$ cat config.mk
export PLATFORM = sky130hd
export DESIGN_NAME = pipe_reg_hs
export DESIGN_NICKNAME = d
export VERILOG_FILES = /design/src/rtl/pipe_reg_hs_pkg.sv /design/src/rtl/pipe_reg_hs_skid_stage.sv /design/src/rtl/pipe_reg_hs.sv
export SDC_FILE = /design/constraint.sdc
export NUM_CORES = 1
export LEC_CHECK = 0
export ABC_AREA = 1
export CORE_MARGIN = 2
export CORE_UTILIZATION = 35
export DETAILED_ROUTE_END_ITERATION = 8
export PLACE_DENSITY = 0.58
export SETUP_SLACK_MARGIN = 0.2
export SLEW_MARGIN = 20
export SYNTH_ARGS = -nofsm -noshare
export SYNTH_HDL_FRONTEND = slang
export SYNTH_HIERARCHICAL = 1
export SYNTH_SLANG_ARGS = --single-unit
$ cat constraint.sdc
create_clock -name clk -period 2.19 [get_ports clk]
set_input_delay 0.657 -clock clk [delete_from_list [all_inputs] [get_ports clk]]
set_output_delay 0.657 -clock clk [all_outputs]
set_load 0.1 [all_outputs]
$ cat src/rtl/pipe_reg_hs_pkg.sv
// rtl/pipe_reg_hs_pkg.sv - shared helpers for the elastic pipeline register
package pipe_reg_hs_pkg;

  // Bits needed to count 0..2*depth held beats.
  function automatic int occ_width(input int depth);
    return $clog2(2 * depth + 1);
  endfunction

endpackage

$ cat src/rtl/pipe_reg_hs_skid_stage.sv
// rtl/pipe_reg_hs_skid_stage.sv - two-entry skid buffer with registered upstream ready
module skid_stage #(
  parameter int WIDTH = 4
) (
  input  logic             clk,
  input  logic             rst_n,
  input  logic             flush,
  input  logic             up_valid,
  output logic             up_ready,
  input  logic [WIDTH-1:0] up_data,
  output logic             dn_valid,
  input  logic             dn_ready,
  output logic [WIDTH-1:0] dn_data
);

  logic             m_valid;
  logic [WIDTH-1:0] m_data;
  logic             s_valid;
  logic [WIDTH-1:0] s_data;

  // Ready comes straight from the skid flag, so no path from dn_ready.
  assign up_ready = !s_valid;
  assign dn_valid = m_valid;
  assign dn_data  = m_data;

  always_ff @(posedge clk or negedge rst_n) begin
    if (!rst_n) begin
      m_valid <= 1'b0;
      m_data  <= '0;
      s_valid <= 1'b0;
      s_data  <= '0;
    end else if (flush) begin
      m_valid <= 1'b0;
      s_valid <= 1'b0;
    end else if (dn_ready || !m_valid) begin
      if (s_valid) begin
        m_valid <= 1'b1;
        m_data  <= s_data;
        s_valid <= 1'b0;
      end else begin
        m_valid <= up_valid;
        if (up_valid) m_data <= up_data;
      end
    end else if (up_valid && !s_valid) begin
      s_valid <= 1'b1;
      s_data  <= up_data;
    end
  end

endmodule

$ cat src/rtl/pipe_reg_hs.sv
// rtl/pipe_reg_hs.sv - DEPTH cascaded skid stages with flush and occupancy count
module pipe_reg_hs
  import pipe_reg_hs_pkg::*;
#(
  parameter  int WIDTH = 4,
  parameter  int DEPTH = 2,
  localparam int OCC_W = occ_width(DEPTH)
) (
  input  logic             clk,
  input  logic             rst_n,
  input  logic             flush,
  input  logic             in_valid,
  output logic             in_ready,
  input  logic [WIDTH-1:0] in_data,
  output logic             out_valid,
  input  logic             out_ready,
  output logic [WIDTH-1:0] out_data,
  output logic [OCC_W-1:0] occupancy
);

  // Element k is the upstream side of stage k and the downstream side of stage k-1.
  logic             chain_valid [DEPTH+1];
  logic             chain_ready [DEPTH+1];
  logic [WIDTH-1:0] chain_data  [DEPTH+1];

  logic             in_hs;
  logic             out_hs;
  logic [OCC_W-1:0] count;

  assign chain_valid[0]     = in_valid;
  assign chain_data[0]      = in_data;
  assign chain_ready[DEPTH] = out_ready;
  assign in_ready           = chain_ready[0];
  assign out_valid          = chain_valid[DEPTH];
  assign out_data           = chain_data[DEPTH];

  for (genvar k = 0; k < DEPTH; k++) begin : g_stage
    skid_stage #(.WIDTH(WIDTH)) u_stage (
      .clk      (clk),
      .rst_n    (rst_n),
      .flush    (flush),
      .up_valid (chain_valid[k]),
      .up_ready (chain_ready[k]),
      .up_data  (chain_data[k]),
      .dn_valid (chain_valid[k+1]),
      .dn_ready (chain_ready[k+1]),
      .dn_data  (chain_data[k+1])
    );
  end

  assign in_hs  = in_valid && in_ready;
  assign out_hs = out_valid && out_ready;

  always_ff @(posedge clk or negedge rst_n) begin
    if (!rst_n) begin
      count <= '0;
    end else if (flush) begin
      count <= '0;
    end else if (in_hs && !out_hs) begin
      count <= count + OCC_W'(1);
    end else if (!in_hs && out_hs) begin
      count <= count - OCC_W'(1);
    end
  end

  assign occupancy = count;

endmodule

**After elaboration in Yosys (flattened, before gate mapping)**

Cells that the tools add are included.

- Add/sub/neg operators: 2
- Bitwise logic cells: 3
- Reduce and logical (&&, ||, !) cells: 24
- Mux-type cells: 19

Operators with widths:

| cell | number |
|---|---|
| 2-to-1 mux 4 bit | 4 |
| 2-to-1 mux 1 bit | 12 |
| AND reduction 3 bit | 4 |
| 2-to-1 mux 3 bit | 3 |
| nonzero test 3 bit | 3 |
| nonzero test 2 bit | 4 |
| logical NOT 1 bit | 6 |
| logical AND 1 bit | 5 |
| adder 3 x 1 -> 3 bit (second input constant) | 1 |
| inverter 1 bit | 3 |
| subtractor 3 x 1 -> 3 bit (second input constant) | 1 |
| logical OR 1 bit | 2 |

- Register bits after elaboration: 23
- Output and inout bits: 9
- Bits of input ports: 9

**Logic depth before layout (Yosys ltp)**

Gate-level depths: netlist of the first run.

- Depth after elaboration: 7
- Depth in mapped cells: 10
- Mapped depth without buffers: 10

**Hierarchy**

The synthesis of the first run kept the hierarchy.

Modules (own cells, without submodules):

| module | seq. area each (sq um) | cells an instance | area each (sq um) | instances |
|---|---|---|---|---|
| skid_stage | 250.2 | 63 | 485.5 | 2 |
| pipe_reg_hs | 75.1 | 35 | 235.2 | 1 |

**Worst setup path after synthesis of the first run**

OpenSTA, ideal clock, no wires.

- Path type: register to register
- Start point: reg g_stage[1].u_stage.m_valid
- End point: reg count[2] (netlist: occupancy[2])
- Stages on the path, launching flop included: 11
- Path buffers: 0
- Arrival: 2.080 ns
- Setup time: 0.121 ns
- Slack: -0.011 ns
- Clock period less this slack: 2.201 ns
- Cell sequence: dfrtp_1 nand2_1 nand3_2 inv_1 fa_1 nand2_1 inv_1 nor2_1 nand2_1 nand3_1 nand2_1

- Cells in the longest elaborated chain, start to end: 5
- Elaborated cells between the ends (all ways): 7

Ends and longest elaborated chain:

| item | RTL line | text |
|---|---|---|
| start, declared | pipe_reg_hs_skid_stage.sv:16 | `logic m_valid;` |
| start signal, assigned | pipe_reg_hs_skid_stage.sv:41 | `m_valid <= up_valid;` |
| logical AND 1 bit * | pipe_reg_hs.sv:52 | `assign out_hs = out_valid && out_ready;` |
| logical NOT 1 bit | pipe_reg_hs.sv:59 | `end else if (in_hs && !out_hs) begin` |
| logical AND 1 bit | pipe_reg_hs.sv:59 |  |
| 2-to-1 mux 3 bit | pipe_reg_hs.sv:59 |  |
| 2-to-1 mux 3 bit | pipe_reg_hs.sv:57 | `end else if (flush) begin` |
| end signal, assigned | pipe_reg_hs.sv:60 | `count <= count + OCC_W'(1);` |
| end signal, assigned | pipe_reg_hs.sv:62 | `count <= count - OCC_W'(1);` |
| end, declared | pipe_reg_hs.sv:28 | `logic [OCC_W-1:0] count;` |

Every way passes the cells marked *; elsewhere a longest branch is shown, timed or not.
A chain may end at the register's enable or synchronous reset.

**Worst setup path in the final report of the first run**

- Start point: reg g_stage[0].u_stage.s_valid
- End point: out in_ready

- Cells in the longest elaborated chain, start to end: 1

Ends and longest elaborated chain:

| item | RTL line | text |
|---|---|---|
| start, declared | pipe_reg_hs_skid_stage.sv:18 | `logic s_valid;` |
| start signal, assigned | pipe_reg_hs_skid_stage.sv:30 | `s_valid <= 1'b0;` |
| start signal, assigned | pipe_reg_hs_skid_stage.sv:34 | `s_valid <= 1'b0;` |
| start signal, assigned | pipe_reg_hs_skid_stage.sv:39 | `s_valid <= 1'b0;` |
| logical NOT 1 bit | pipe_reg_hs_skid_stage.sv:22 | `assign up_ready = !s_valid;` |
| end, declared | pipe_reg_hs.sv:13 | `output logic in_ready,` |

No other way between the ends.

==> results of run 1 <==
-- flip-flops by register name, summed over array words and instances (netlist names) --
register and count:
occupancy 3, g_stage.u_stage/s_data 8, g_stage.u_stage/dn_data 8, g_stage.u_stage/dn_valid 2, g_stage.u_stage/s_valid 2
-- cell type report --
| cell class | count | area, sq um |
|---|---|---|
| inverter | 18 | 67.6 |
| sequential | 23 | 578 |
| clock buffer | 3 | 22.5 |
| clock inverter | 1 | 7.51 |
| tap | 46 | 57.6 |
| timing repair buffer | 22 | 248 |
| fill | 375 | 1760 |
| multi-input combinational | 120 | 566 |
-- worst max-delay path: cells and delay by family (launching register included) --
family / cells / cell delay, ns
buffers and inverters: 2 / 0.41
DFF: 1 / 0.50
-- power breakdown --
| part | leakage, nW | internal [mW] | total, mW | switching [mW] |
|---|---|---|---|---|
| registers | 0.299 | 0.477 | 0.525 | 0.0477 |
| logic | 0.533 | 0.143 | 0.470 | 0.327 |
| clock network | 0.0139 | 0.0695 | 0.200 | 0.130 |
-- cells by family (layout without fill, tap and decap cells) --
family / after synthesis / after routing / share of synthesized area (%)
flops: 23 / 23 / 47.7
simple gates: 119 / 119 / 45.0
buf+inv: 18 / 44 / 5.60
fa+ha+maj: 1 / 1 / 1.66
-- repair_timing --
action | in CTS | in global routing
hold buffers | 0 | 0
setup buffers | 0 | 0
setup endpoints to repair | 0 | 1
resized for setup | 0 | 1
-- path summary, 6_finish.rpt --
kind                                                      end  cells after the start
worst max-delay path                                 in_ready                      2
worst min-delay path             g_stage[0].u_stage/s_data[1]                      2
worst max register to register                   occupancy[2]                     10
worst min register to register   g_stage[0].u_stage/s_data[1]                      2
max in group asynchronous                        occupancy[0]                      2
min in group asynchronous       g_stage[1].u_stage/dn_data[3]                      2
-- routing by layer --
layer  wire length (um)  vias to the layer above  GRT usage, %  share of wire (%)
met5                  0                        -             0                  0
met4                 51                        0          5.83                2.0
met3                110                        6          2.52                4.3
met2               1170                       22          23.9                 46
met1               1200                      482          19.0                 47
li1                   -                      550             -                  -
-- per-stage QoR --
step | TNS (ns) | utilization [%] | total power [mW] | cells
after CTS | 0 | 46.6 | 1.21 | 233
after floorplan | 0 | - | 0.844 | 161
final | 0 | 46.7 | 1.20 | 233
after detailed placement | -0.0829 | 45.7 | 1.01 | 229
after global routing | 0 | 46.7 | 1.28 | 233
after global placement | -0.0285 | 45.7 | 0.993 | 229
-- cells in the final DEF, fill, tap and decap left out, drive strengths merged --
cell / count
nand2: 75
nand3: 25
dfrtp: 23
inv: 18
nor2: 16
buf: 14
clkdlybuf4s50: 8
nand4: 3
clkbuf: 3
fa: 1
clkinvlp: 1
==> impl_metrics.env, run 1 <==
export IMPL_async_reset_ff_share_pct=100
export IMPL_core_area_sq_mm=0.00331
export IMPL_outcome="completed"
export IMPL_start_util_pct=36.4
export IMPL_finalHoldViolCount=0
export IMPL_via_per_inst=4.55
export IMPL_gp_congestion=0.803
export IMPL_numPortBuffers=17
export IMPL_chipWidth_um=62.7
export IMPL_synth_cell_type_count=12
export IMPL_grt_start_max_net_pins=24
export IMPL_fmax_ghz=0.534
export IMPL_cp_slowest_cell="dfrtp_1"
export IMPL_final_setup_viol_count=0
export IMPL_slew_violations=0
export IMPL_post_route_min_period_ns=1.87
export IMPL_holdCritStartpoint="g_stage[0].u_stage/s_data[1]"
export IMPL_antenna_cells=0
export IMPL_synthDominantCellAreaShare_pct=47.7
export IMPL_placed_area_sq_mm=0.00151
export IMPL_cts_root_buffer="clkbuf_4"
export IMPL_avgSynthCellArea_sq_um=7.49
export IMPL_overflow=0
export IMPL_std_cell_rows=21
export IMPL_rsz0062_at_grt="no"
export IMPL_relSlewSlack_pct=76.2
export IMPL_grt_pass1_wl_mm=4.57
export IMPL_drt_initial_drc_count=59
export IMPL_power_density_mw_per_mm2=773
export IMPL_dr_total_vias=1060
export IMPL_max_cap_viol_count=0
export IMPL_dpl_hpwl_mm=2.00
export IMPL_crit_path_cell_trace="inv_2, buf_12"
export IMPL_dieArea_sq_mm=0.00393
export IMPL_worstPathMaxFanout=8
export IMPL_grt_total_usage_pct=14.5
export IMPL_syn_to_final_growth_pct=28.2
export IMPL_syn_nets=171
export IMPL_critPathKind="reg2out"
export IMPL_peakVddDrop_v=0.000251
export IMPL_syn_inst=161
export IMPL_yosys_top_cells_count="72 x nand2_1, 23 x dfrtp_1, 19 x nand3_1"
export IMPL_reg2reg_slack_ns=0.51
export IMPL_cts_tree="done"
export IMPL_ys_flop_type="dfrtp_1"
export IMPL_drive_above_1_share_pct=19.3
export IMPL_yosys_warnings=6
export IMPL_wl_per_cell_um=10.9
export IMPL_synth_most_common_cell="nand2_1"
export IMPL_tightest_slew_ns=0.356
export IMPL_reg2reg_from="g_stage[0].u_stage/s_valid"
export IMPL_design_area_sq_mm=0.00155
export IMPL_ant_nets=0
export IMPL_finalCritPeriodShare_pct=85.5
export IMPL_setup_slack_ns=0.318
export IMPL_end_kind="output pin"
export IMPL_antenna_found_initial=0
export IMPL_clkTransAtPathRegs_ns=0.13
export IMPL_final_nets=198
export IMPL_dp_slack_ns=-0.0829
export IMPL_whs_ns=0.486
export IMPL_yosys_top_cells_area="dfrtp_1 48%, nand2_1 22%, nand3_1 7.9%"
export IMPL_synth_top_area_cell="dfrtp_1"
export IMPL_synth_edff_count=0
export IMPL_synth_yosys_seq_area_share_pct=47.7
export IMPL_ys_ff_latch=23
export IMPL_worstPathRequired_ns=1.53
export IMPL_drc=0
export IMPL_startpoint="g_stage[0].u_stage/s_valid"
export IMPL_max_stage_delay_ns=0.50
export IMPL_numCtsBuffers=3
export IMPL_cts_buffer_depth=2
export IMPL_min_path_type="reg2reg"
export IMPL_synth_area_sq_mm=0.00121
export IMPL_cellLeakagePower_nw=0.846
export IMPL_arrival_ns=1.21
export IMPL_insertion_delay_ns=0.30
export IMPL_clkSinkCount=23
export IMPL_first_pass_iters=4
export IMPL_final_setup_skew_ns=0.000874
export IMPL_worst_setup_path_start_kind="flip-flop"
export IMPL_wirelength_mm=2.53
export IMPL_die_h_um=62.7
export IMPL_io_pins=18
export IMPL_grt_pass1_vias=1056
export IMPL_h_tree_depth=1
Power figures use the tool's default switching activity.
==> run 2, diff against run 1 <==
CORE_ASPECT_RATIO = 1.25   (was unset)
==> impl_metrics.env, run 2 (synthesis results as in run 1) <==
export IMPL_min_path_type="reg2reg"
export IMPL_overflow=0
export IMPL_grt_total_usage_pct=14.5
export IMPL_fin_cells=225
export IMPL_finalHoldViolCount=0
export IMPL_syn_to_final_growth_pct=29.9
export IMPL_dpl_hpwl_mm=1.95
export IMPL_via_per_inst=4.78
export IMPL_final_nets=199
export IMPL_most_common_layout_cells="70 x nand2_1, 21 x dfrtp_1, 19 x nand3_1"
export IMPL_cts_setup_buffers=0
export IMPL_clkSinkCount=23
export IMPL_numPortBuffers=17
export IMPL_drive_above_1_share_pct=20.7
export IMPL_die_h_um=69.6
export IMPL_end_kind="flip-flop"
export IMPL_crit_path_cell_trace="clkdlybuf4s50_1, nand3_2, inv_1, fa_2, nand2_2, inv_1, nor2_1, nand2_1, nand3_1, nand2_1"
export IMPL_wirelength_mm=2.45
export IMPL_gp_congestion=0.831
export IMPL_worstPathRequired_ns=2.34
export IMPL_drt_initial_drc_count=30
export IMPL_placed_cells=221
export IMPL_max_cap_viol_count=0
export IMPL_h_tree_depth=1
export IMPL_chipWidth_um=56.5
export IMPL_rsz0062_at_grt="no"
export IMPL_final_setup_viol_count=0
export IMPL_grt_pass1_vias=1079
export IMPL_std_cell_rows=23
export IMPL_final_common_cell="nand2_1"
export IMPL_cellLeakagePower_nw=0.872
export IMPL_wl_per_cell_um=10.9
export IMPL_cp_slowest_cell="clkdlybuf4s50_1"
export IMPL_antenna_cells=0
export IMPL_max_stage_delay_ns=0.46
export IMPL_grt_start_max_net_pins=24
export IMPL_worst_setup_path_start_kind="input pin"
export IMPL_io_pins=18
export IMPL_numCtsBuffers=3
export IMPL_first_pass_iters=4
export IMPL_post_route_min_period_ns=1.84
export IMPL_fin_setup_tns_ns=0
export IMPL_clkTransAtPathRegs_ns=0.08
export IMPL_arrival_ns=1.99
export IMPL_utilization_pct=48.2
export IMPL_dr_total_vias=1076
export IMPL_drc=0
export IMPL_tightest_slew_ns=0.290
export IMPL_peakVddDrop_v=0.000529
export IMPL_cts_hold_buf=0
export IMPL_power_density_mw_per_mm2=800
export IMPL_cts_root_buffer="clkbuf_8"
export IMPL_dieArea_sq_mm=0.00393
export IMPL_final_setup_skew_ns=0.00385
export IMPL_cts_buffer_depth=2
export IMPL_finalCritPeriodShare_pct=84.0
export IMPL_cts_resized=1
export IMPL_core_area_sq_mm=0.00325
export IMPL_worstPathMaxFanout=3
export IMPL_relSlewSlack_pct=80.6
export IMPL_insertion_delay_ns=0.26
export IMPL_grt_pass1_wl_mm=4.63
export IMPL_cts_tree="done"
export IMPL_fmax_ghz=0.544
export IMPL_antenna_found_initial=0
export IMPL_critPathKind="in2reg"
export IMPL_outcome="completed"
export IMPL_ant_nets=0
export IMPL_start_util_pct=37.1
export IMPL_slew_violations=0
## run 2: where the power goes
| part | total (mW) | switching (mW) | internal [mW] |
|---|---|---|---|
| sequential | 0.523 | 0.0460 | 0.478 |
| clock | 0.259 | 0.133 | 0.127 |
| combinational | 0.470 | 0.325 | 0.145 |
## run 2: stage by stage
step | area, sq um | hold WS (ns) | setup WS (ns) | total power [mW]
floorplan | 1210 | 0.361 | 0.203 | 0.844
global placement | 1510 | 0.456 | -0.0322 | 0.994
detailed placement | 1510 | 0.459 | -0.0880 | 1.00
CTS | 1560 | 0.481 | 0.236 | 1.27
global route | 1570 | 0.508 | 0.278 | 1.33
finish | 1570 | 0.476 | 0.351 | 1.25
## run 2: path summary, 6_finish.rpt
check	cells after the start	start	slack [ns]	to
hold / removal	2	g_stage[0].u_stage/s_data[2]	0.48	g_stage[0].u_stage/s_data[2]
min in group asynchronous	2	rst_n	0.74	g_stage[1].u_stage/s_data[3]
hold reg to reg	2	g_stage[0].u_stage/s_data[2]	0.48	g_stage[0].u_stage/s_data[2]
setup reg to reg	10	g_stage[0].u_stage/s_valid	0.59	occupancy[2]
setup / recovery	10	in_valid	0.35	occupancy[2]
max in group asynchronous	2	rst_n	1.21	occupancy[0]
## run 2: area by class of cell
type / instances / area (sq um)
clock inverters: 1 / 5.00
fillers: 335 / 1690
repair buffers: 23 / 258
clock buffers: 3 / 41.3
flip-flops and latches: 23 / 578
inverters: 18 / 67.6
multi-input cells: 120 / 571
well taps: 37 / 46.3
## run 2: worst max-delay path, delay by kind of cell
kind	cells	cell delay, ns
AND/OR/NAND/NOR	6	0.44
adder cells (fa/ha/maj)	1	0.35
buffers and inverters	3	0.55
## run 2: per-layer routing
layer | track usage, % | routed length, um | part of all wire (%) | vias to the layer above
met4 | 5.56 | 20 | 0.82 | 0
met1 | 17.7 | 1060 | 43 | 502
met2 | 24.8 | 1290 | 53 | 16
met5 | 0 | 0 | 0 | -
met3 | 2.61 | 81 | 3.3 | 2
li1 | - | - | - | 556
==> run 3, diff against run 2 <==
PLACE_DENSITY = 0.6   (was 0.58)
clock period = 1.6 ns   (was 2.19 ns; I/O delays follow)
==> impl_metrics.env, run 3 (synthesis results as in run 1) <==
export IMPL_outcome="completed"
export IMPL_dpl_hpwl_mm=1.99
export IMPL_grt_start_max_net_pins=24
export IMPL_first_pass_iters=4
export IMPL_cp_slowest_cell="dfrtp_4"
export IMPL_chipWidth_um=56.5
export IMPL_cpMostUsedCell="nand2_1"
export IMPL_wl_per_cell_um=10.8
export IMPL_final_setup_skew_ns=0.00142
export IMPL_cp_num_buf_inv=2
export IMPL_finalCritPeriodShare_pct=93.8
export IMPL_total_power_mw=1.81
export IMPL_arrival_ns=1.66
export IMPL_tightest_slew_ns=0.299
export IMPL_setup_slack_ns=0.0985
export IMPL_io_pins=18
export IMPL_most_common_layout_cells="70 x nand2_1, 19 x nand3_1, 19 x dfrtp_1"
export IMPL_fin_cells=231
export IMPL_critPathKind="reg2reg"
export IMPL_final_nets=205
export IMPL_use_met2_pct=23.9
export IMPL_slew_violations=0
export IMPL_crit_path_cell_trace="nand2_4, nand3_4, inv_2, fa_2, nand2_2, inv_1, nor2_1, nand2_1, nand3_1, nand2_1"
export IMPL_die_h_um=69.6
export IMPL_cts_tree="done"
export IMPL_cts_root_buffer="clkbuf_8"
export IMPL_worstPathMaxFanout=5
export IMPL_worstPathRequired_ns=1.76
export IMPL_h_tree_depth=1
export IMPL_cellLeakagePower_nw=0.914
export IMPL_via_per_inst=4.76
export IMPL_dp_slack_ns=-0.476
export IMPL_clkTransAtPathRegs_ns=0.08
export IMPL_post_route_min_period_ns=1.50
export IMPL_wirelength_mm=2.50
export IMPL_finalHoldViolCount=0
export IMPL_antenna_cells=0
export IMPL_peakVddDrop_v=0.000666
export IMPL_cp_top_family="simple AND/OR/NAND/NOR gates"
export IMPL_reg2reg_from="g_stage[1].u_stage/dn_valid"
export IMPL_fmax_ghz=0.666
export IMPL_max_cap_viol_count=0
export IMPL_std_cell_rows=23
export IMPL_final_setup_viol_count=0
export IMPL_clkSinkCount=23
export IMPL_startpoint="g_stage[1].u_stage/dn_valid"
export IMPL_power_density_mw_per_mm2=1070
export IMPL_rsz0062_at_grt="yes"
export IMPL_overflow=0
export IMPL_grt_pass1_vias=1063
export IMPL_grt_pass1_wl_mm=4.51
export IMPL_antenna_found_initial=0
export IMPL_gp_congestion=0.852
export IMPL_reg2reg_slack_ns=0.1
export IMPL_placed_cells=225
export IMPL_grt_total_usage_pct=14.2
export IMPL_numPortBuffers=17
export IMPL_r2r_cells=10
export IMPL_numCtsBuffers=3
export IMPL_worst_setup_path_start_kind="flip-flop"
export IMPL_dieArea_sq_mm=0.00393
export IMPL_met3_usage_pct=2.43
export IMPL_design_area_sq_mm=0.00169
export IMPL_drc=0
export IMPL_end_kind="flip-flop"
export IMPL_drt_initial_drc_count=24
export IMPL_crit_end="occupancy[2]"
export IMPL_placed_area_sq_mm=0.00162
export IMPL_drive_above_1_share_pct=25.8
export IMPL_core_area_sq_mm=0.00325
export IMPL_max_stage_delay_ns=0.47
export IMPL_start_util_pct=37.1
export IMPL_final_common_cell="nand2_1"
export IMPL_r2r_end="occupancy[2]"
export IMPL_cts_hold_buf=0
export IMPL_min_path_type="reg2reg"
export IMPL_insertion_delay_ns=0.26
export IMPL_worst_path_stages=10
export IMPL_gr_max_usage_layer="met2"
export IMPL_use_met1_pct=17.7
export IMPL_dr_total_vias=1099
export IMPL_relSlewSlack_pct=80.1
export IMPL_cts_buffer_depth=2
export IMPL_syn_to_final_growth_pct=39.9
export IMPL_ant_nets=0
run 3: changes by cell type in the layout (fill, tap and decap cells not counted), sizes merged:
| cell | delta |
|---|---|
| buf | +6 |
| clkdlybuf4s15 | +1 |
| clkdlybuf4s50 | -1 |
| clkinv | +1 |
| dlygate4sd2 | +1 |
| dlymetal6s2s | -1 |
| inv | -1 |
run 3: per-layer routing:
metal  up-vias  wire length (um)
met5         -                 0
met4         0                42
met3         5                77
met2        17              1240
met1       510              1130
li1        567                 -
run 3: layout make-up:
cell class / instances / area [sq um]
clock inverter: 1 / 5.00
fill: 312 / 1560
sequential: 23 / 586
multi-input combinational: 120 / 588
clock buffer: 3 / 41.3
tap: 37 / 46.3
inverter: 18 / 72.6
timing repair buffer: 29 / 349
run 3: worst min path at each step:
stage | startpoint | end | slack, ns | depth (start not counted)
2_1_floorplan | rst_n | g_stage[0].u_stage/dn_data[0] | 0.18 | 0
3_3_place_gp | g_stage[0].u_stage/s_data[2] | g_stage[0].u_stage/s_data[2] | 0.46 | 2
3_5_place_dp | g_stage[1].u_stage/s_data[1] | g_stage[1].u_stage/s_data[1] | 0.46 | 2
4_1_cts | g_stage[0].u_stage/s_data[1] | g_stage[0].u_stage/s_data[1] | 0.48 | 2
5_1_grt | g_stage[0].u_stage/s_data[1] | g_stage[0].u_stage/s_data[1] | 0.49 | 2
6_report | g_stage[1].u_stage/s_data[1] | g_stage[1].u_stage/s_data[1] | 0.48 | 2
run 3: worst register-to-register path: stages (launching register included):
cell	delay (ns)
dfrtp_4	0.47
nand2_4	0.07
nand3_4	0.06
inv_2	0.04
fa_2	0.36
nand2_2	0.09
inv_1	0.04
nor2_1	0.10
nand2_1	0.06
nand3_1	0.06
nand2_1	0.05
run 3: metrics by stage:
stage	hold WS (ns)	utilization (%)	TNS, ns
floorplan	0.184	-	-0.0351
global placement	0.455	49.8	-2.21
detailed placement	0.460	49.8	-2.57
CTS	0.480	51.9	0
global route	0.494	51.9	0
finish	0.479	51.9	0
run 3: repair_timing:
action,in CTS,in global routing
endpoints found under the setup margin,17,21
buffers inserted,2,0
gates resized for setup,6,1
pin swaps,1,0
run 3: report_power, final:
group / internal, mW / leakage (nW) / switching [mW] / total, mW
sequential: 0.659 / 0.295 / 0.0763 / 0.735
combinational: 0.261 / 0.593 / 0.450 / 0.711
clock: 0.174 / 0.0255 / 0.190 / 0.364
